==> src/rtl/pixel_ring_writer.sv <==
// Write-side controller for the recirculating CRT pixel ring.
// Zero-fills the ring after reset, then decays, refreshes and plots pixels.
module pixel_ring_writer #(
    parameter int DEPTH         = 8192,
    parameter int DECAY_DIV     = 4,
    parameter int DECAY_STEP    = 8,
    parameter int INTENSITY_NEW = 255
) (
    input  logic        clock,
    input  logic        reset_n,
    input  logic [31:0] shiftout,
    output logic [31:0] shiftin,
    input  logic [9:0]  pixel_x,
    input  logic [9:0]  pixel_y,
    input  logic        pixel_valid,
    output logic        pixel_ready,
    output logic        clearing,
    output logic [13:0] lit_count
);

    localparam int SW = (DEPTH > 1) ? $clog2(DEPTH) : 1;
    localparam int RW = (DECAY_DIV > 1) ? $clog2(DECAY_DIV) : 1;
    localparam int LW = 14;

    localparam logic [SW-1:0] SLOT_LAST = SW'(DEPTH - 1);
    localparam logic [RW-1:0] REV_LAST  = RW'(DECAY_DIV - 1);
    localparam logic [7:0]    INT_NEW   = 8'(INTENSITY_NEW);
    localparam logic [8:0]    DEC_STEP  = 9'(DECAY_STEP);

    typedef enum logic {
        S_CLEAR,
        S_RUN
    } state_e;

    state_e          state_q, state_d;
    logic [SW-1:0]   slot_cnt_q, slot_cnt_d;
    logic [RW-1:0]   rev_cnt_q, rev_cnt_d;
    logic            hold_valid_q, hold_valid_d;
    logic [9:0]      hold_x_q, hold_x_d;
    logic [9:0]      hold_y_q, hold_y_d;
    logic [LW-1:0]   lit_run_q, lit_run_d;
    logic [LW-1:0]   lit_count_q, lit_count_d;

    logic [9:0]      s_x;
    logic [9:0]      s_y;
    logic [7:0]      s_int;
    logic [8:0]      dec_diff;
    logic [7:0]      dec_int;
    logic            wrap;
    logic            decay_pass;
    logic            consume;
    logic            accept;
    logic            lit_inc;
    logic [LW-1:0]   lit_next;
    logic            unused_rsvd;

    assign s_x   = shiftout[9:0];
    assign s_y   = shiftout[19:10];
    assign s_int = shiftout[27:20];

    // Reserved bits of the incoming word are dropped on rewrite.
    assign unused_rsvd = ^shiftout[31:28];

    assign dec_diff   = {1'b0, s_int} - DEC_STEP;
    assign dec_int    = dec_diff[8] ? 8'd0 : dec_diff[7:0];
    assign wrap       = (slot_cnt_q == SLOT_LAST);
    assign decay_pass = (rev_cnt_q == REV_LAST);
    assign lit_count  = lit_count_q;

    always_comb begin
        state_d      = state_q;
        slot_cnt_d   = slot_cnt_q + SW'(1);
        rev_cnt_d    = rev_cnt_q;
        hold_valid_d = hold_valid_q;
        hold_x_d     = hold_x_q;
        hold_y_d     = hold_y_q;
        lit_run_d    = lit_run_q;
        lit_count_d  = lit_count_q;
        shiftin      = 32'd0;
        consume      = 1'b0;
        accept       = 1'b0;
        pixel_ready  = 1'b0;
        clearing     = 1'b0;
        lit_inc      = 1'b0;
        lit_next     = lit_run_q;

        unique case (state_q)
            S_CLEAR: begin
                clearing = 1'b1;
                if (wrap) begin
                    state_d    = S_RUN;
                    slot_cnt_d = '0;
                    rev_cnt_d  = '0;
                    lit_run_d  = '0;
                end
            end
            S_RUN: begin
                if (hold_valid_q &&
                    (s_int == 8'd0 ||
                     (s_x == hold_x_q && s_y == hold_y_q))) begin
                    shiftin = {4'b0, INT_NEW, hold_y_q, hold_x_q};
                    consume = 1'b1;
                end else if (decay_pass && s_int != 8'd0) begin
                    shiftin = {4'b0, dec_int, s_y, s_x};
                end else begin
                    shiftin = {4'b0, shiftout[27:0]};
                end

                // A consumed hold can be refilled on the same clock.
                pixel_ready = !hold_valid_q || consume;
                accept      = pixel_valid && pixel_ready;
                if (accept) begin
                    hold_valid_d = 1'b1;
                    hold_x_d     = pixel_x;
                    hold_y_d     = pixel_y;
                end else if (consume) begin
                    hold_valid_d = 1'b0;
                end

                lit_inc  = (shiftin[27:20] != 8'd0);
                lit_next = lit_run_q + LW'(lit_inc);
                if (wrap) begin
                    slot_cnt_d  = '0;
                    lit_count_d = lit_next;
                    lit_run_d   = '0;
                    rev_cnt_d   = decay_pass ? '0 : rev_cnt_q + RW'(1);
                end else begin
                    lit_run_d = lit_next;
                end
            end
            default: begin
                state_d = S_CLEAR;
            end
        endcase
    end

    always_ff @(posedge clock or negedge reset_n) begin
        if (!reset_n) begin
            state_q      <= S_CLEAR;
            slot_cnt_q   <= '0;
            rev_cnt_q    <= '0;
            hold_valid_q <= 1'b0;
            hold_x_q     <= '0;
            hold_y_q     <= '0;
            lit_run_q    <= '0;
            lit_count_q  <= '0;
        end else begin
            state_q      <= state_d;
            slot_cnt_q   <= slot_cnt_d;
            rev_cnt_q    <= rev_cnt_d;
            hold_valid_q <= hold_valid_d;
            hold_x_q     <= hold_x_d;
            hold_y_q     <= hold_y_d;
            lit_run_q    <= lit_run_d;
            lit_count_q  <= lit_count_d;
        end
    end

endmodule
==> config.mk <==
export PLATFORM = sky130hd
export DESIGN_NAME = pixel_ring_writer
export DESIGN_NICKNAME = d
export VERILOG_FILES = /design/src/rtl/pixel_ring_writer.sv
export SDC_FILE = /design/constraint.sdc
export NUM_CORES = 1
export LEC_CHECK = 0
export ABC_CLOCK_PERIOD_IN_PS = 5000
export CAP_MARGIN = 0
export CELL_PAD_IN_SITES_DETAIL_PLACEMENT = 1
export CELL_PAD_IN_SITES_GLOBAL_PLACEMENT = 1
export CORE_MARGIN = 2
export CORE_UTILIZATION = 30
export DETAILED_ROUTE_END_ITERATION = 10
export GPL_TIMING_DRIVEN = 0
export PLACE_DENSITY_LB_ADDON = 0.2
export SYNTH_ARGS = -nofsm -noshare
export SYNTH_HDL_FRONTEND = slang
export SYNTH_SLANG_ARGS = --single-unit
==> constraint.sdc <==
create_clock -name clock -period 5 [get_ports clock]
set_input_delay 1 -clock clock [delete_from_list [all_inputs] [get_ports clock]]
set_output_delay 1 -clock clock [all_outputs]
set_load 0.02 [all_outputs]
== Word level (Yosys, flattened, before mapping) ==
Index checks and enable logic that the tools add are counted.
Storage, ports and cells
  input port bits: 55
  register bits: 65
  word-level logic and storage cells: 55
  output and inout port bits: 48
Operators by class
  add/sub/neg operators: 4
  equality and inequality tests: 6
  muxes and demuxes: 21
  reduce and logical (&&, ||, !) cells: 15
  bitwise operators: 1
Operators with widths (number)
  $mux W32: 2
  $mux W28: 2
  $mux W14: 2
  $pmux W14 S2: 1
  $eq A10 B10 Y1: 2
  $reduce_bool A8 Y1: 2
  $add A14 B1 Y14: 1
  $add A13 B1 Y13 const B: 1
  $eq A13 B13 Y1 const B: 1
  $mux W13: 1
  $sub A8 B4 Y9 const B: 1
  $logic_not A8 Y1: 1
  $mux W1: 8
  $mux W8: 1
  $reduce_and A2 Y1: 4
  $mux W2: 3
  $logic_and A1 B1 Y1: 4
  $pmux W2 S2: 1
  $add A2 B1 Y2 const B: 1
  $eq A2 B2 Y1 const B: 1
  $logic_or A1 B1 Y1: 2
  $ne A2 B1 Y1 const B: 1
  $ne A2 B2 Y1 const B: 1
  $reduce_bool A2 Y1: 1
  other kinds (2): 2

== Logic depth before layout (Yosys ltp) ==
Gate-level depths: netlist of the first run.
  word-level depth: 10
  gate-level depth with buffers: 14
  gate-level depth less buffers: 14

== Worst setup path after synthesis of the first run ==
OpenSTA, ideal clock, no wires.
  path type: input -> register
  start: input shiftout[5]
  end: register lit_count_q[12], in the netlist lit_count[12]
  buffers on the path: 0
  required time: 4.872 ns
  setup slack: 1.272 ns
  library setup time: 0.128 ns
  stages: 12
  data arrival time: 3.601 ns
  path through: xor2_1 nor4_2 nand3_2 o31ai_2 or4b_1 ha_1 ha_1 nand3_1 nor4_1 nand3_1 xnor2_1 mux2_1
On the way
  cells in the longest elaborated chain, start to end: 8
Ends and longest elaborated chain
  start: declaration: RTL line 11  | input logic [31:0] shiftout,
  $eq A10 B10 Y1: RTL line 100  | (s_x == hold_x_q && s_y == hold_y_q))) begin
  $logic_and A1 B1 Y1: RTL line 100
  $logic_or A1 B1 Y1: RTL line 99  | (s_int == 8'd0 ||
  $logic_and A1 B1 Y1: RTL line 98  | if (hold_valid_q &&
  $mux W28: RTL line 98
  $mux W32: RTL line 87  | unique case (state_q)
  $reduce_bool A8 Y1: RTL line 120  | lit_inc = (shiftin[27:20] != 8'd0);
  $add A14 B1 Y14: RTL line 121  | lit_next = lit_run_q + LW'(lit_inc);
  end signal: assignment: RTL line 155  | lit_count_q <= lit_count_d;
  end: declaration: RTL line 42  | logic [LW-1:0] lit_count_q, lit_count_d;
No other way between the ends. The select of a mux whose other input is x is not followed.
A chain may end at the register's enable or synchronous reset.

== Worst setup path in the final report of the first run ==
  start: input shiftout[14]
  end: output shiftin[5]
On the way
  cells in the longest elaborated chain, start to end: 7
Ends and longest elaborated chain
  $eq A10 B10 Y1: RTL line 100
  $logic_and A1 B1 Y1: RTL line 100
  $logic_or A1 B1 Y1: RTL line 99
  $logic_and A1 B1 Y1: RTL line 98
  $mux W28: RTL line 98
  $mux W32 (2 in series): RTL line 87
  end: declaration: RTL line 12  | output logic [31:0] shiftin,
No other way between the ends. The select of a mux whose other input is x is not followed.

==> impl_metrics.env, run 1 <==
export IMPL_status="finished clean"
export IMPL_power_leakage_nw=2.34
export IMPL_rsz0062_at_grt="false"
export IMPL_worst_pin_slew_ns=0.985
export IMPL_drc=0
export IMPL_clk_latency_ns=0.33
export IMPL_hold_path_startpoint="slot_cnt_q[10]$_DFF_PN0_"
export IMPL_initial_core_util=0.308
export IMPL_synthArstFlopShare=1.00
export IMPL_drv_cap=0
export IMPL_dr_pass1_iters=6
export IMPL_crit_chain="clkdlybuf4s50_1, xor2_1, nor4_4, nand3_2, o31ai_2, buf_6, buf_8, mux2i_1, clkdlybuf4s50_1"
export IMPL_end_kind="output pin"
export IMPL_cp_arrival_ns=3.80
export IMPL_crit_top_cell="clkdlybuf4s50_1"
export IMPL_path_class="in -> out"
export IMPL_drt_iter0_markers=113
export IMPL_die_w_um=118
export IMPL_seq_area_frac_synth=0.416
export IMPL_setup_viol=0
export IMPL_clkTransAtPathRegs_ns=0.05
export IMPL_synth_area_leader_cell="dfrtp_1"
export IMPL_postLayoutCoreUtil=0.427
export IMPL_wl_met2_um=5180
export IMPL_cts_repair_resized=0
export IMPL_ys_top_cells_by_area="dfrtp_1 (42%), xor2_1 (9.4%), mux2_4 (7.7%)"
export IMPL_crit_required_ns=4.00
export IMPL_coreArea_mm2=0.0127
export IMPL_die_h_um=118
export IMPL_antenna_found_initial=0
export IMPL_clock_fmax_mhz=208
export IMPL_antenna_cells=0
export IMPL_synth_distinct_cells=46
export IMPL_rows=41
export IMPL_yosysWarnings=0
export IMPL_num_vias=3080
export IMPL_cp_top_family="buffers and inverters"
export IMPL_met1_length_um=4630
export IMPL_clk_path_buf_depth=2
export IMPL_wl_um=10300
export IMPL_hold_path_class="reg -> reg"
export IMPL_crit_slowest_cell="clkdlybuf4s50_1"
export IMPL_cts_htree_levels=3
export IMPL_top_layer="met4"
export IMPL_hold_viol=0
export IMPL_wl_per_cell_um=15.6
export IMPL_critPathLaunchType="input port"
export IMPL_synth_edff_count=0
export IMPL_min_period_over_period=0.961
export IMPL_grt_overflow_total=0
export IMPL_grt_pass1_wl_um=17100
export IMPL_synth_most_common_cell="dfrtp_1"
export IMPL_vias_per_cell=4.68
export IMPL_grt_pass1_vias=3377
export IMPL_r2r_start="hold_y_q[4]$_DFFE_PN0P_"
export IMPL_antenna_left=0
export IMPL_area_delta_synth_final_pct=38.6
export IMPL_cts_hold_buf=0
export IMPL_dpl_hpwl_um=7550
export IMPL_slowest_delay_ns=0.66
export IMPL_drive_gt1_frac=0.128
export IMPL_slew_violations=0
export IMPL_ys_flop_type="dfrtp_1"
export IMPL_power_density_mw_per_mm2=247
export IMPL_final_cells=658
export IMPL_dieArea_mm2=0.0140
export IMPL_cts_made_buffers=9
export IMPL_synth_area_mm2=0.00391
export IMPL_crit_buf_inv=4
export IMPL_relSlewSlack=0.337
export IMPL_cts_tree="built"
export IMPL_port_buffers=94
export IMPL_cp_startpoint="shiftout[14]"
export IMPL_cts_sinks=65
export IMPL_ioPinCount=103
export IMPL_root_buffer="clkbuf_16"
export IMPL_grt_max_degree=66
export IMPL_synthTopCellsByCount="dfrtp_1 (65), nand2_1 (59), xor2_1 (42)"
export IMPL_met3_wirelength_um=340
export IMPL_ys_ff_latch=65
export IMPL_finalWorstSetupSlack_ns=0.197
export IMPL_skew_ns=0.00645
export IMPL_placed_cells=643
export IMPL_grt_usage=0.152
export IMPL_n_fill_cell=1402
export IMPL_cts_setup_buffers=0
export IMPL_synth_area_per_cell_um2=10.4
export IMPL_worstPathMaxFanout=10
export IMPL_ir_drop_mv=0.114
export IMPL_period_needed_ns=4.80
export IMPL_synth_top_area_frac=0.416
export IMPL_synth_cells=374
export IMPL_nets=541
export IMPL_gp_congestion=0.779
export IMPL_timing_setup_tns_ns=0
export IMPL_pre_cts_slack_ns=0.178
state kept, by name (all words and copies together), names as in the netlist:
signal and cells:
hold_valid_q 1, hold_x_q 10, hold_y_q 10, lit_count 14
lit_run_q 14, rev_cnt_q 2, slot_cnt_q 13, state_q 1
cell families after synthesis:
group                    count (synthesis)  share of synthesized area
AO/OA/AOI/OAI                           27                     0.0490
buffers and inverters                   29                     0.0455
multiplexers                            57                      0.176
AND/OR/NAND/NOR                        137                      0.177
XOR/XNOR                                53                      0.119
adder cells (fa/ha/maj)                  5                     0.0160
other                                    1                   0.000960
flip-flops                              65                      0.416
cell type report:
type	count	area, um^2	area share
tap	172	215	0.0398
clock inverter	5	103	0.0190
inverter	7	26.3	0.00485
sequential	65	1630	0.301
multi-input combinational	283	2110	0.390
clock buffer	11	243	0.0448
timing repair buffer	94	938	0.173
buffer	21	148	0.0273
metrics by stage:
stage                     total power, W  cell area [um^2]  hold WS [ns]
final                            0.00133              5410         0.465
after detailed placement        0.000616              5070         0.455
after CTS                        0.00136              5420         0.466
after global routing             0.00139              5410         0.477
after global placement          0.000616              5070         0.452
after floorplan                 0.000556              3920         0.438
final timing paths:
kind                                                  end  slack [ns]  cells after the start
worst max-delay path                           shiftin[5]        0.20                      9
worst min-delay path             slot_cnt_q[10]$_DFF_PN0_        0.47                      1
worst max register to register  lit_count[12]$_DFFE_PN0P_        1.33                     12
worst min register to register   slot_cnt_q[10]$_DFF_PN0_        0.47                      1
max in group asynchronous        lit_run_q[0]$_DFFE_PN0P_        3.67                      1
min in group asynchronous       lit_count[13]$_DFFE_PN0P_        0.78                      1
report_power, final:
group | internal, W | leakage [nW] | switching (W) | total, W
clock network | 0.000500 | 0.166 | 0.000229 | 0.000729
registers | 0.000526 | 0.873 | 0.00000000951 | 0.000526
logic | 0.0000443 | 1.30 | 0.0000349 | 0.0000792
cell usage in the layout, fill, tap and decap left out, types with 3 or more instances in the layout:
cell type and count:
mux2_1 9, nand3_1 11, o31a_1 3, and2_1 4, clkbuf_1 10, buf_4 6
a21oi_1 6, conb_1 4, ha_1 5, dfrtp_1 65, bufinv_16 3, mux2i_1 23
mux2_4 20, mux2_2 5, nor3b_1 3, xnor2_1 11, nand2_1 59, o21a_1 6
inv_1 7, clkdlybuf4s50_1 93, xor2_1 42, buf_6 5, clkbuf_16 9, nor4_1 4
and3_1 10, o21ai_0 4, nor2_1 24
per-layer routing:
| layer | vias to the layer above | GRT usage |
|---|---|---|
| met5 | - | 0 |
| met2 | 54 | 0.265 |
| met4 | 0 | 0.0459 |
| li1 | 1477 | - |
| met1 | 1538 | 0.189 |
| met3 | 11 | 0.0281 |
Note: power is estimated with default switching activity, not from simulation.
==> inputs of run 2 (changes only) <==
--- a/config.mk
+++ b/config.mk
@@ -6,7 +6,6 @@
 export NUM_CORES = 1
 export LEC_CHECK = 0
 export ABC_CLOCK_PERIOD_IN_PS = 5000
-export CAP_MARGIN = 0
 export CELL_PAD_IN_SITES_DETAIL_PLACEMENT = 1
 export CELL_PAD_IN_SITES_GLOBAL_PLACEMENT = 1
 export CORE_MARGIN = 2
@@ -14,6 +13,7 @@
 export DETAILED_ROUTE_END_ITERATION = 10
 export GPL_TIMING_DRIVEN = 0
 export PLACE_DENSITY_LB_ADDON = 0.2
+export RECOVER_POWER = 100
 export SYNTH_ARGS = -nofsm -noshare
 export SYNTH_HDL_FRONTEND = slang
 export SYNTH_SLANG_ARGS = --single-unit
==> impl_metrics.env, run 2 (synthesized netlist as in run 1, its figures left out) <==
export IMPL_antenna_cells=0
export IMPL_nets=541
export IMPL_clock_fmax_mhz=208
export IMPL_ir_drop_mv=0.114
export IMPL_num_vias=3096
export IMPL_dieArea_mm2=0.0140
export IMPL_cts_made_buffers=9
export IMPL_violations="capacitance limit, slew limit"
export IMPL_cp_arrival_ns=3.81
export IMPL_grt_max_degree=66
export IMPL_port_buffers=94
export IMPL_ioPinCount=103
export IMPL_final_cell_mix="dfrtp_1 (65), nand2_1 (60), clkdlybuf4s50_1 (52), xor2_1 (42), dlygate4sd3_1 (41)"
export IMPL_rsz0062_at_grt="false"
export IMPL_wl_um=10200
export IMPL_critPathLaunchType="input port"
export IMPL_clkTransAtPathRegs_ns=0.05
export IMPL_grt_pass1_wl_um=17100
export IMPL_clk_path_buf_depth=2
export IMPL_period_needed_ns=4.81
export IMPL_switching_power_w=0.000263
export IMPL_worst_pin_slew_ns=3.59
export IMPL_dr_pass1_iters=6
export IMPL_multi_input_area_mm2=0.00204
export IMPL_cts_setup_buffers=0
export IMPL_timing_setup_tns_ns=0
export IMPL_power_leakage_nw=2.46
export IMPL_status="finished, violations left"
export IMPL_path_class="in -> out"
export IMPL_skew_ns=0.00632
export IMPL_grt_pass1_vias=3377
export IMPL_cts_sinks=65
export IMPL_dpl_hpwl_um=7550
export IMPL_wl_per_cell_um=15.6
export IMPL_clk_latency_ns=0.33
export IMPL_end_kind="output pin"
export IMPL_relSlewSlack=-1.39
export IMPL_netSwitchingFraction=0.198
export IMPL_die_w_um=118
export IMPL_final_cells=658
export IMPL_cts_repair_resized=0
export IMPL_grt_overflow_total=0
export IMPL_crit_required_ns=4.00
export IMPL_die_h_um=118
export IMPL_cts_hold_buf=0
export IMPL_coreArea_mm2=0.0127
export IMPL_combPwrFrac=0.059
export IMPL_grt_usage=0.152
export IMPL_gp_congestion=0.779
export IMPL_hold_viol=0
export IMPL_min_period_over_period=0.962
export IMPL_slew_violations=66
export IMPL_cts_tree="built"
export IMPL_antenna_left=0
export IMPL_register_area_mm2=0.00163
export IMPL_placed_cells=643
export IMPL_n_fill_cell=1419
export IMPL_hold_path_class="reg -> reg"
export IMPL_final_common_cell="dfrtp_1"
export IMPL_initial_core_util=0.308
export IMPL_rows=41
export IMPL_worstPathMaxFanout=10
export IMPL_power_density_mw_per_mm2=251
export IMPL_drc=0
export IMPL_root_buffer="clkbuf_16"
export IMPL_drive_gt1_frac=0.0802
export IMPL_area_delta_synth_final_pct=36.1
export IMPL_drt_iter0_markers=130
export IMPL_drv_cap=1
export IMPL_antenna_found_initial=0
export IMPL_power_frac_clock=0.546
export IMPL_seqPwrFrac=0.395
export IMPL_p_int_w=0.00107
export IMPL_cts_htree_levels=3
export IMPL_vias_per_cell=4.71
export IMPL_setup_viol=0
## run 2: critical path: stages
cell	delay, ns
clkdlybuf4s50_1	0.44
xor2_1	0.18
nor4_4	0.36
nand3_2	0.17
o31ai_2	0.30
buf_6	0.22
buf_6	0.20
mux2i_1	0.23
dlygate4sd3_1	0.70
## run 2: stage by stage
stage / worst slack [ns] / area, um^2 / utilization / hold WS [ns] / power, W
2_1_floorplan: 1.27 / 3920 / - / 0.438 / 0.000556
3_3_place_gp: 0.190 / 5070 / 0.400 / 0.452 / 0.000616
3_5_place_dp: 0.178 / 5070 / 0.400 / 0.455 / 0.000616
4_1_cts: 0.151 / 5420 / 0.427 / 0.466 / 0.00136
5_1_grt: 0.0251 / 5320 / 0.419 / 0.477 / 0.00139
6_report: 0.190 / 5320 / 0.419 / 0.465 / 0.00133
## run 2: final timing paths
kind	startpoint	end	slack, ns	cells after the start
setup / recovery	shiftout[14]	shiftin[13]	0.19	9
hold / removal	slot_cnt_q[10]$_DFF_PN0_	slot_cnt_q[10]$_DFF_PN0_	0.47	1
setup reg to reg	hold_y_q[4]$_DFFE_PN0P_	lit_count[12]$_DFFE_PN0P_	1.34	12
hold reg to reg	slot_cnt_q[10]$_DFF_PN0_	slot_cnt_q[10]$_DFF_PN0_	0.47	1
max in group asynchronous	reset_n	hold_y_q[0]$_DFFE_PN0P_	1.09	1
min in group asynchronous	reset_n	lit_count[13]$_DFFE_PN0P_	1.90	1
## run 2: layer usage
layer	up-vias	GRT usage	routed length (um)
met5	-	0	0
met4	0	0.0459	112
met3	9	0.0281	354
met2	58	0.265	5180
met1	1548	0.189	4600
li1	1481	-	-
## run 2: final cells by class
| class | instances | area share |
|---|---|---|
| multi-input combinational | 283 | 0.384 |
| tap | 172 | 0.0405 |
| buffer | 21 | 0.0235 |
| sequential | 65 | 0.306 |
| inverter | 7 | 0.00494 |
| timing repair buffer | 94 | 0.176 |
| clock buffer | 11 | 0.0457 |
| clock inverter | 5 | 0.0193 |
## run 2: power by group through the flow
| stage | Clock (W) | Combinational, W | Sequential, W |
|---|---|---|---|
| after detailed placement | 0 | 0.0000808 | 0.000536 |
| after floorplan | 0 | 0.0000200 | 0.000536 |
| after global placement | 0 | 0.0000800 | 0.000536 |
| final | 0.000728 | 0.0000786 | 0.000526 |
| after CTS | 0.000749 | 0.0000813 | 0.000526 |
| after global routing | 0.000777 | 0.0000863 | 0.000526 |
==> inputs of run 3 (changes only) <==
--- a/config.mk
+++ b/config.mk
@@ -14,6 +14,7 @@
 export GPL_TIMING_DRIVEN = 0
 export PLACE_DENSITY_LB_ADDON = 0.2
 export RECOVER_POWER = 100
+export SLEW_MARGIN = 20
 export SYNTH_ARGS = -nofsm -noshare
 export SYNTH_HDL_FRONTEND = slang
 export SYNTH_SLANG_ARGS = --single-unit
==> impl_metrics.env, run 3 (synthesized netlist as in run 1, its figures left out) <==
export IMPL_clkTransAtPathRegs_ns=0.05
export IMPL_power_frac_clock=0.482
export IMPL_ff2ff_path_depth=12
export IMPL_status="finished, violations left"
export IMPL_whs_ns=0.463
export IMPL_critPathLaunchType="input port"
export IMPL_cts_tree="built"
export IMPL_rows=41
export IMPL_port_buffers=94
export IMPL_rsz0062_at_grt="false"
export IMPL_period_needed_ns=4.78
export IMPL_grt_pass1_vias=3346
export IMPL_drt_iter0_markers=125
export IMPL_final_common_cell="dfrtp_1"
export IMPL_hold_path_startpoint="slot_cnt_q[10]$_DFF_PN0_"
export IMPL_area_delta_synth_final_pct=34.4
export IMPL_worstPathMaxFanout=10
export IMPL_initial_core_util=0.308
export IMPL_cts_made_buffers=9
export IMPL_antenna_left=0
export IMPL_power_density_mw_per_mm2=223
export IMPL_crit_required_ns=4.00
export IMPL_end_kind="output pin"
export IMPL_root_buffer="clkbuf_16"
export IMPL_coreArea_mm2=0.0127
export IMPL_cts_repair_resized=0
export IMPL_wl_um=10200
export IMPL_violations="capacitance limit, slew limit"
export IMPL_slew_violations=52
export IMPL_antenna_found_initial=0
export IMPL_clock_fmax_mhz=209
export IMPL_p_int_w=0.000913
export IMPL_ir_drop_mv=0.0966
export IMPL_drc=0
export IMPL_num_vias=3111
export IMPL_drive_gt1_frac=0.0844
export IMPL_reg2reg_to="lit_count[12]$_DFFE_PN0P_"
export IMPL_grt_max_degree=52
export IMPL_hold_path_depth=1
export IMPL_cts_sinks=65
export IMPL_path_class="in -> out"
export IMPL_regToRegSetupSlack_ns=1.27
export IMPL_final_cell_mix="dfrtp_1 (65), nand2_1 (60), clkdlybuf4s50_1 (52), xor2_1 (42), dlygate4sd3_1 (41)"
export IMPL_cts_hold_buf=0
export IMPL_skew_ns=0.00630
export IMPL_wl_per_cell_um=15.5
export IMPL_cts_htree_levels=3
export IMPL_seqPwrFrac=0.451
export IMPL_grt_pass1_wl_um=17000
export IMPL_clk_path_buf_depth=2
export IMPL_worst_pin_slew_ns=2.84
export IMPL_power_leakage_nw=2.43
export IMPL_relSlewSlack=-0.896
export IMPL_netSwitchingFraction=0.219
export IMPL_grt_usage=0.153
export IMPL_gp_congestion=0.779
export IMPL_drv_cap=1
export IMPL_timing_setup_tns_ns=0
export IMPL_nets=542
export IMPL_grt_overflow_total=0
export IMPL_cp_arrival_ns=3.78
export IMPL_hold_path_class="reg -> reg"
export IMPL_clk_latency_ns=0.33
export IMPL_min_period_over_period=0.956
export IMPL_combPwrFrac=0.068
export IMPL_switching_power_w=0.000256
export IMPL_dpl_hpwl_um=7670
export IMPL_pre_cts_slack_ns=0.153
export IMPL_dr_pass1_iters=4
export IMPL_hold_viol=0
export IMPL_setup_viol=0
export IMPL_cts_setup_buffers=0
export IMPL_finalWorstSetupSlack_ns=0.221
export IMPL_ioPinCount=103
export IMPL_die_w_um=118
export IMPL_r2r_start="hold_y_q[4]$_DFFE_PN0P_"
export IMPL_vias_per_cell=4.73
export IMPL_cp_startpoint="shiftout[14]"
export IMPL_dieArea_mm2=0.0140
export IMPL_crit_end="shiftin[5]"
export IMPL_antenna_cells=0
export IMPL_die_h_um=118
-- run 3: changes by cell type in the layout (fill, tap and decap cells not counted) --
cell        delta
mux2_1         -3
clkbuf_1       +1
clkinvlp_4     -1
bufinv_16      -3
buf_6          -1
mux2_4         +3
buf_8          +1
clkinv_2       +3
-- run 3: worst min-delay path by stage --
stage	slack (ns)	to
3_3_place_gp	0.45	slot_cnt_q[12]$_DFF_PN0_
3_5_place_dp	0.45	slot_cnt_q[10]$_DFF_PN0_
5_1_grt	0.48	slot_cnt_q[10]$_DFF_PN0_
2_1_floorplan	0.44	slot_cnt_q[10]$_DFF_PN0_
6_report	0.46	slot_cnt_q[10]$_DFF_PN0_
4_1_cts	0.47	slot_cnt_q[10]$_DFF_PN0_
-- run 3: power groups by stage --
| stage | combinational, W | clock [W] | sequential (W) |
|---|---|---|---|
| finish | 0.0000790 | 0.000563 | 0.000527 |
| global route | 0.0000867 | 0.000610 | 0.000526 |
| CTS | 0.0000838 | 0.000579 | 0.000526 |
| detailed placement | 0.0000835 | 0 | 0.000536 |
| global placement | 0.0000800 | 0 | 0.000536 |
| floorplan | 0.0000200 | 0 | 0.000536 |
-- run 3: critical path: stages --
cell and delay (ns):
clkdlybuf4s50_1 0.44, xor2_1 0.18, nor4_4 0.36, nand3_2 0.17, o31ai_2 0.30, buf_6 0.22
buf_8 0.18, mux2i_1 0.28, clkdlybuf4s50_1 0.65
-- run 3: per-layer routing --
layer  track usage  up-vias  part of all wire
met5             0        -                 0
met4        0.0407        0            0.0096
met3        0.0373       10             0.032
met2         0.265       55              0.50
met1         0.190     1564              0.46
li1              -     1482                 -
-- run 3: through the flow --
| stage | std cells | util | instance area [um^2] | total power, W |
|---|---|---|---|---|
| global route | 658 | 0.414 | 5250 | 0.00122 |
| floorplan | 377 | - | 3920 | 0.000556 |
| detailed placement | 644 | 0.402 | 5100 | 0.000619 |
| CTS | 659 | 0.423 | 5360 | 0.00119 |
| global placement | 643 | 0.400 | 5070 | 0.000616 |
| finish | 658 | 0.414 | 5250 | 0.00117 |
-- run 3: layout make-up --
| class | count | area (um^2) |
|---|---|---|
| buffer | 21 | 129 |
| clock buffer | 11 | 243 |
| clock inverter | 4 | 20.0 |
| fill | 1426 | 7420 |
| inverter | 7 | 26.3 |
| multi-input combinational | 283 | 2050 |
| sequential | 65 | 1630 |
| tap | 172 | 215 |
| timing repair buffer | 95 | 938 |
